`src/rtl/hearing_aid_pkg.sv`:
```
// Shared constants and types for the hearing-aid audio path (Q1.15 samples).
// Holds the compressor stage state encoding and the sample saturation helper.
package hearing_aid_pkg;

  localparam int SAMPLE_W  = 16;
  localparam int DIV_STEPS = 16;

  localparam logic [SAMPLE_W-1:0]        UNITY_Q15  = 16'd32767;
  localparam logic signed [SAMPLE_W-1:0] SAMPLE_MAX = 16'sh7FFF;
  localparam logic signed [SAMPLE_W-1:0] SAMPLE_MIN = 16'sh8000;

  typedef enum logic [2:0] {
    S_IDLE,
    S_ENV,
    S_DIV,
    S_APPLY,
    S_OUT
  } comp_state_t;

  function automatic logic signed [SAMPLE_W-1:0] sat_sample(input logic signed [31:0] v);
    logic signed [SAMPLE_W-1:0] r;
    if (v > 32'sd32767) begin
      r = SAMPLE_MAX;
    end else if (v < -32'sd32768) begin
      r = SAMPLE_MIN;
    end else begin
      r = v[SAMPLE_W-1:0];
    end
    return r;
  endfunction

endpackage

```
`src/rtl/seq_divider_if.sv`:
```
// Start/done handshake between the compressor FSM and its sequential divider.
// start is a one-cycle pulse; done pulses once the quotient is final.
interface seq_divider_if;
  import hearing_aid_pkg::*;

  logic                start;
  logic [SAMPLE_W-1:0] rem_init;
  logic [SAMPLE_W-1:0] dividend;
  logic [SAMPLE_W-1:0] divisor;
  logic [SAMPLE_W-1:0] quotient;
  logic                done;

  modport master (output start, rem_init, dividend, divisor, input  quotient, done);
  modport slave  (input  start, rem_init, dividend, divisor, output quotient, done);

endinterface

```
`src/rtl/seq_divider.sv`:
```
// Restoring divider of {rem_init,dividend} by divisor, one quotient bit per cycle.
// Fixed 16 cycles start->done; no backpressure, a new start restarts it; needs rem_init < divisor.
module seq_divider
  import hearing_aid_pkg::*;
(
  input  logic         clk,
  input  logic         rst_n,
  seq_divider_if.slave div
);

  localparam int CNT_W = $clog2(DIV_STEPS);

  logic [SAMPLE_W-1:0] r_rem;
  logic [SAMPLE_W-1:0] r_dvd;
  logic [SAMPLE_W-1:0] r_dvs;
  logic [SAMPLE_W-1:0] r_quo;
  logic [CNT_W-1:0]    r_cnt;
  logic                r_busy;
  logic                r_done;

  logic [SAMPLE_W-1:0] w_rem_src;
  logic [SAMPLE_W-1:0] w_dvd_src;
  logic [SAMPLE_W-1:0] w_dvs_src;
  logic [SAMPLE_W-1:0] w_quo_src;
  logic [SAMPLE_W:0]   w_trial;
  logic                w_fits;
  logic [SAMPLE_W-1:0] w_rem_nxt;
  logic [SAMPLE_W-1:0] w_dvd_nxt;
  logic [SAMPLE_W-1:0] w_quo_nxt;

  // The start cycle already performs the first iteration straight from the operands.
  always_comb begin
    w_rem_src = r_rem;
    w_dvd_src = r_dvd;
    w_dvs_src = r_dvs;
    w_quo_src = r_quo;
    if (div.start) begin
      w_rem_src = div.rem_init;
      w_dvd_src = div.dividend;
      w_dvs_src = div.divisor;
      w_quo_src = '0;
    end
    w_trial   = {w_rem_src, w_dvd_src[SAMPLE_W-1]};
    w_fits    = (w_trial >= {1'b0, w_dvs_src});
    w_rem_nxt = w_fits ? SAMPLE_W'(w_trial - {1'b0, w_dvs_src}) : w_trial[SAMPLE_W-1:0];
    w_quo_nxt = {w_quo_src[SAMPLE_W-2:0], w_fits};
    w_dvd_nxt = {w_dvd_src[SAMPLE_W-2:0], 1'b0};
  end

  always_ff @(posedge clk or negedge rst_n) begin
    if (!rst_n) begin
      r_rem  <= '0;
      r_dvd  <= '0;
      r_dvs  <= '0;
      r_quo  <= '0;
      r_cnt  <= '0;
      r_busy <= 1'b0;
      r_done <= 1'b0;
    end else begin
      r_done <= 1'b0;
      if (div.start || r_busy) begin
        r_rem <= w_rem_nxt;
        r_dvd <= w_dvd_nxt;
        r_quo <= w_quo_nxt;
        if (div.start) begin
          r_dvs  <= div.divisor;
          r_cnt  <= CNT_W'(1);
          r_busy <= 1'b1;
        end else begin
          r_cnt <= r_cnt + CNT_W'(1);
          if (r_cnt == CNT_W'(DIV_STEPS - 1)) begin
            r_busy <= 1'b0;
            r_done <= 1'b1;
          end
        end
      end
    end
  end

  assign div.quotient = r_quo;
  assign div.done     = r_done;

endmodule

```
`src/rtl/dynamic_range_compressor_stage.sv`:
```
// Feed-forward compressor: envelope follower, knee/ratio gain via sequential divide, Q1.15 apply.
// Fixed latency: accept edge N -> audio_ready after edge N+19; no backpressure, busy arrivals set overrun.
module dynamic_range_compressor_stage
  import hearing_aid_pkg::*;
#(
  parameter int THRESHOLD     = 8192,
  parameter int ATTACK_SHIFT  = 2,
  parameter int RELEASE_SHIFT = 6,
  parameter int RATIO_SHIFT   = 2
) (
  input  logic                       clk,
  input  logic                       rst_n,
  input  logic signed [SAMPLE_W-1:0] audio_in,
  input  logic                       audio_valid,
  output logic signed [SAMPLE_W-1:0] audio_out,
  output logic                       audio_ready,
  output logic                       overrun
);

  localparam logic [SAMPLE_W-1:0] THR = SAMPLE_W'(THRESHOLD);

  comp_state_t                r_state;
  comp_state_t                w_state_nxt;
  logic signed [SAMPLE_W-1:0] r_x;
  logic [SAMPLE_W-1:0]        r_env;
  logic signed [SAMPLE_W-1:0] r_result;
  logic signed [SAMPLE_W-1:0] r_out;
  logic                       r_ready;
  logic                       r_overrun;

  logic                       w_accept;
  logic                       w_drop;
  logic [SAMPLE_W-1:0]        w_mag;
  logic [SAMPLE_W-1:0]        w_env_nxt;
  logic [SAMPLE_W-1:0]        w_num;
  logic [SAMPLE_W-1:0]        w_gain;
  logic signed [31:0]         w_x_ext;
  logic signed [31:0]         w_gain_ext;

  seq_divider_if u_div_if ();

  seq_divider u_div (
    .clk   (clk),
    .rst_n (rst_n),
    .div   (u_div_if)
  );

  assign w_accept = (r_state == S_IDLE) && audio_valid;
  assign w_drop   = (r_state != S_IDLE) && audio_valid;

  // |x| with -32768 folded onto 32767 so the envelope stays within 15 bits.
  always_comb begin
    w_mag = r_x;
    if (r_x == SAMPLE_MIN) begin
      w_mag = SAMPLE_MAX;
    end else if (r_x[SAMPLE_W-1]) begin
      w_mag = -r_x;
    end
  end

  always_comb begin
    w_env_nxt = r_env;
    if (w_mag > r_env) begin
      w_env_nxt = r_env + ((w_mag - r_env) >> ATTACK_SHIFT);
    end else begin
      w_env_nxt = r_env - ((r_env - w_mag) >> RELEASE_SHIFT);
    end
  end

  // num <= env always holds, so (num<<15)/env fits 16 quotient bits.
  always_comb begin
    w_num = w_env_nxt;
    if (w_env_nxt > THR) begin
      w_num = THR + ((w_env_nxt - THR) >> RATIO_SHIFT);
    end
  end

  // The divide is launched from ENV using the envelope being written this cycle.
  assign u_div_if.start    = (r_state == S_ENV);
  assign u_div_if.rem_init = {1'b0, w_num[SAMPLE_W-1:1]};
  assign u_div_if.dividend = {w_num[0], {(SAMPLE_W-1){1'b0}}};
  assign u_div_if.divisor  = w_env_nxt;

  always_comb begin
    w_gain = UNITY_Q15;
    if (r_env > THR) begin
      w_gain = (u_div_if.quotient > UNITY_Q15) ? UNITY_Q15 : u_div_if.quotient;
    end
  end

  assign w_x_ext    = 32'(r_x);
  assign w_gain_ext = {16'b0, w_gain};

  always_comb begin
    w_state_nxt = r_state;
    unique case (r_state)
      S_IDLE:  if (audio_valid) w_state_nxt = S_ENV;
      S_ENV:   w_state_nxt = S_DIV;
      S_DIV:   if (u_div_if.done) w_state_nxt = S_APPLY;
      S_APPLY: w_state_nxt = S_OUT;
      S_OUT:   w_state_nxt = S_IDLE;
      default: w_state_nxt = S_IDLE;
    endcase
  end

  always_ff @(posedge clk or negedge rst_n) begin
    if (!rst_n) begin
      r_state   <= S_IDLE;
      r_x       <= '0;
      r_env     <= '0;
      r_result  <= '0;
      r_out     <= '0;
      r_ready   <= 1'b0;
      r_overrun <= 1'b0;
    end else begin
      r_state <= w_state_nxt;
      r_ready <= (r_state == S_OUT);
      if (w_accept) begin
        r_x <= audio_in;
      end
      if (r_state == S_ENV) begin
        r_env <= w_env_nxt;
      end
      if (r_state == S_APPLY) begin
        r_result <= sat_sample((w_x_ext * w_gain_ext) >>> 15);
      end
      if (r_state == S_OUT) begin
        r_out <= r_result;
      end
      if (w_drop) begin
        r_overrun <= 1'b1;
      end
    end
  end

  assign audio_out   = r_out;
  assign audio_ready = r_ready;
  assign overrun     = r_overrun;

endmodule

```
`config.mk`:
```
export PLATFORM = sky130hd
export DESIGN_NAME = dynamic_range_compressor_stage
export DESIGN_NICKNAME = d
export VERILOG_FILES = /design/src/rtl/hearing_aid_pkg.sv /design/src/rtl/seq_divider_if.sv /design/src/rtl/seq_divider.sv /design/src/rtl/dynamic_range_compressor_stage.sv
export SDC_FILE = /design/constraint.sdc
export NUM_CORES = 1
export LEC_CHECK = 0
export CORE_ASPECT_RATIO = 0.6
export CORE_MARGIN = 5
export CORE_UTILIZATION = 25
export DETAILED_ROUTE_END_ITERATION = 8
export SETUP_SLACK_MARGIN = 0.4
export SYNTH_ARGS = -nofsm -noshare
export SYNTH_HDL_FRONTEND = slang
export SYNTH_SLANG_ARGS = --single-unit
```
`constraint.sdc`:
```
create_clock -name clk -period 11.1 [get_ports clk]
set_input_delay 2.775 -clock clk [delete_from_list [all_inputs] [get_ports clk]]
set_output_delay 2.775 -clock clk [all_outputs]
set_load 0.02 [all_outputs]
```
==> metrics.md <==
| Metric | Value |
|---|---|
| Run status | `finished clean` |
| Routed WL | `47300 µm` |
| Critical path type | `reg -> reg` |
| Vias in the first global route | `12800` |
| DRC | `0` |
| RSZ-0062 raised after global routing | `no` |
| RD Place Congestion | `0.8908` |
| Syn Area/Cell | `8.760 µm²` |
| Antenna Nets Post-Route | `0` |
| Wire length per cell | `16.20 µm` |
| Final TNS setup | `0 ns` |
| Cells after synthesis | `1987` |
| Crit share post-route | `90.45%` |
| CTS Sinks | `123` |
| Synth area leader | `fa_1` |
| Fmax | `99.61 MHz` |
| Initial antenna violation count | `0` |
| Slew Limit Fails | `0` |
| Yosys warns | `0` |
| Clock-pin slew on the worst setup and hold paths | `0.06 ns` |
| Netlist Area Pre-Place | `17410 µm²` |
| Max FO, Critical Path | `21` |
| Number of synthesized flops with an enable pin | `0` |
| Setup-failing EPs final | `0` |
| H-Tree Depth | `4` |
| Die height | `214.4 µm` |
| Ys flop type | `dfrtp_1` |
| HPWL Detailed | `38000 µm` |
| GRT Overall Usage | `12.79%` |
| Clock Latency Late Sink | `0.44 ns` |
| Top-Level Pins | `37` |
| Max_slew headroom | `26.53%` |
| Grt total ovfl | `0` |
| Crit path time final | `10.04 ns` |
| Clock skew | `0.01162 ns` |
| I/O Buffers | `36` |
| Final Hold Vio Count | `0` |
| Global-route wire length before repair | `75840 µm` |
| Ant diodes | `0` |
| Yosys top cell area share | `22.43%` |
| Share of layout cells above drive strength 1 | `8.715%` |
| Synthesis-stage register bit count | `123` |
| Most frequent cells in the layout | `inv_1 (301), nand2_1 (234), fa_1 (195), ha_1 (179), nor2_1 (146)` |
| Critical Path End Type | `register` |
| Crit-path max cell delay | `0.59 ns` |
| Post-synthesis sequential area ratio | `17.68%` |
| Worst slew pin tran | `1.091 ns` |
| Critical path launch point type | `register` |
| Net count, final | `2390` |
| Critical-path top delay cell | `or4_1` |
| Root Buffer | `clkbuf_16` |
| TritonCTS clock tree | `yes` |
| Core area | `68520 µm²` |
| TritonRoute pass-1 iters | `7` |
| Vias | `13360` |
| Netlist cell types | `88` |
| Maximum number of pins on one net before global-route repair | `69` |
| Most common library cell in the layout ignoring fill and taps | `inv_1` |
| Hold/Removal Path Class | `reg -> reg` |
| Ys async rst share | `100.0%` |
| TritonCTS Buffers | `17` |
| CTS Buffer Depth | `2` |
| Initial core utilization | `25.40%` |
| Vias per inst | `4.575` |
| Req. time, crit path | `11.47 ns` |
| Synth top area cells | `fa_1 (22%), dfrtp_1 (18%), ha_1 (13%)` |
| Die extent in x | `350.6 µm` |
| Max-cap viol count | `0` |
| Die area | `75170 µm²` |
| # rows | `74` |
| Post-CTS Hold Fix Bufs | `0` |
| Syn-to-layout area delta | `11.98%` |
| Critical path arrival | `10.41 ns` |
| Initial drt markers | `1180` |
==> per-layer routing <==
layer	share of wire, %	up-vias	global-route usage, %
li1	-	6438	-
met3	10	17	4.289
met2	33	453	14.52
met1	56	6451	22.16
met4	0.56	0	1.677
met5	0	-	0
==> Yosys cell counts (30+ instances only) <==
| master | n |
|---|---|
| inv_1 | 301 |
| nand2_1 | 235 |
| fa_1 | 195 |
| ha_1 | 181 |
| nor2_1 | 147 |
| dfrtp_1 | 123 |
| clkbuf_1 | 77 |
| a21oi_1 | 74 |
| and2_1 | 71 |
| o21ai_0 | 58 |
| xnor2_1 | 50 |
| a21o_1 | 46 |
| mux2_2 | 32 |
| mux2i_1 | 30 |
| nand2b_1 | 30 |
| xor2_1 | 30 |
==> final cells by class <==
| cell class | count | area, µm² |
|---|---|---|
| inverters | 303 | 1137 |
| clock inverters | 12 | 123.9 |
| well taps | 912 | 1141 |
| clock buffers | 20 | 446.7 |
| repair buffers | 75 | 670.6 |
| multi-input cells | 1475 | 12890 |
| fillers | 7322 | 49030 |
| flip-flops and latches | 123 | 3079 |
==> worst paths after layout <==
| path | startpoint | endpoint | slack [ns] | cells after the start |
|---|---|---|---|---|
| worst max-delay path | r_x[1] | u_div.r_rem[14] | 1.06 | 43 |
| worst min-delay path | overrun | overrun | 0.47 | 1 |
| worst max register to register | r_x[1] | u_div.r_rem[14] | 1.06 | 43 |
| worst min register to register | overrun | overrun | 0.47 | 1 |
| max in group asynchronous | rst_n | u_div.r_dvs[13] | 7.42 | 2 |
| min in group asynchronous | rst_n | audio_out[9] | 2.34 | 1 |
==> cells by family (layout without fill, tap and decap cells) <==
family,after synthesis,after routing,share of synthesized area (%)
and+or+nand+nor,626,626,17.25
buffers and inverters,402,410,8.878
adders and majority gates,376,376,35.44
AOI/OAI and AO/OA,310,310,12.35
DFF,123,123,17.68
xor gates and xnor gates,82,82,4.213
muxes,66,66,4.141
other,2,15,0.04315
==> critical path, delay by kind of cell, from the launching register on <==
family | cells | cell delay (ns)
AO/OA/AOI/OAI | 17 | 3.71
AND/OR/NAND/NOR | 12 | 2.73
adder cells (fa/ha/maj) | 5 | 1.46
XOR/XNOR | 1 | 0.18
flip-flops | 1 | 0.50
buffers and inverters | 6 | 0.95
multiplexers | 2 | 0.42
==> through the flow <==
stage	hold slack (ns)	utilization, %	cell area [µm²]	cells	setup slack (ns)
4_1_cts	0.4752	28.33	19410	2917	0.4843
2_1_floorplan	0.4408	-	17450	2000	1.342
3_3_place_gp	0.4526	27.48	18830	2883	0.5786
6_report	0.4674	28.45	19490	2920	1.060
5_1_grt	0.4967	28.45	19490	2920	0.4825
3_5_place_dp	0.4514	27.48	18830	2883	0.1744
==> sequential cells by signal, summed over array words and instances (netlist names) <==
signal / cells
r_result: 16
u_div.div.done: 1
audio_out: 16
u_div.r_dvs: 16
u_div.r_cnt: 4
u_div.r_rem: 16
u_div.r_busy: 1
audio_ready: 1
r_env: 16
r_x: 16
r_state: 3
u_div.div.quotient: 16
overrun: 1
==> repair_timing <==
item	in CTS	in global routing
setup endpoints to repair	15	17
pin swaps	1	2
hold endpoints to repair	0	0
buffers inserted	2	3
gates resized for setup	0	18
gates cloned	0	0
Power is not shown: default switching activity piles up to over one toggle a cycle in this logic, so the estimate is an artifact.
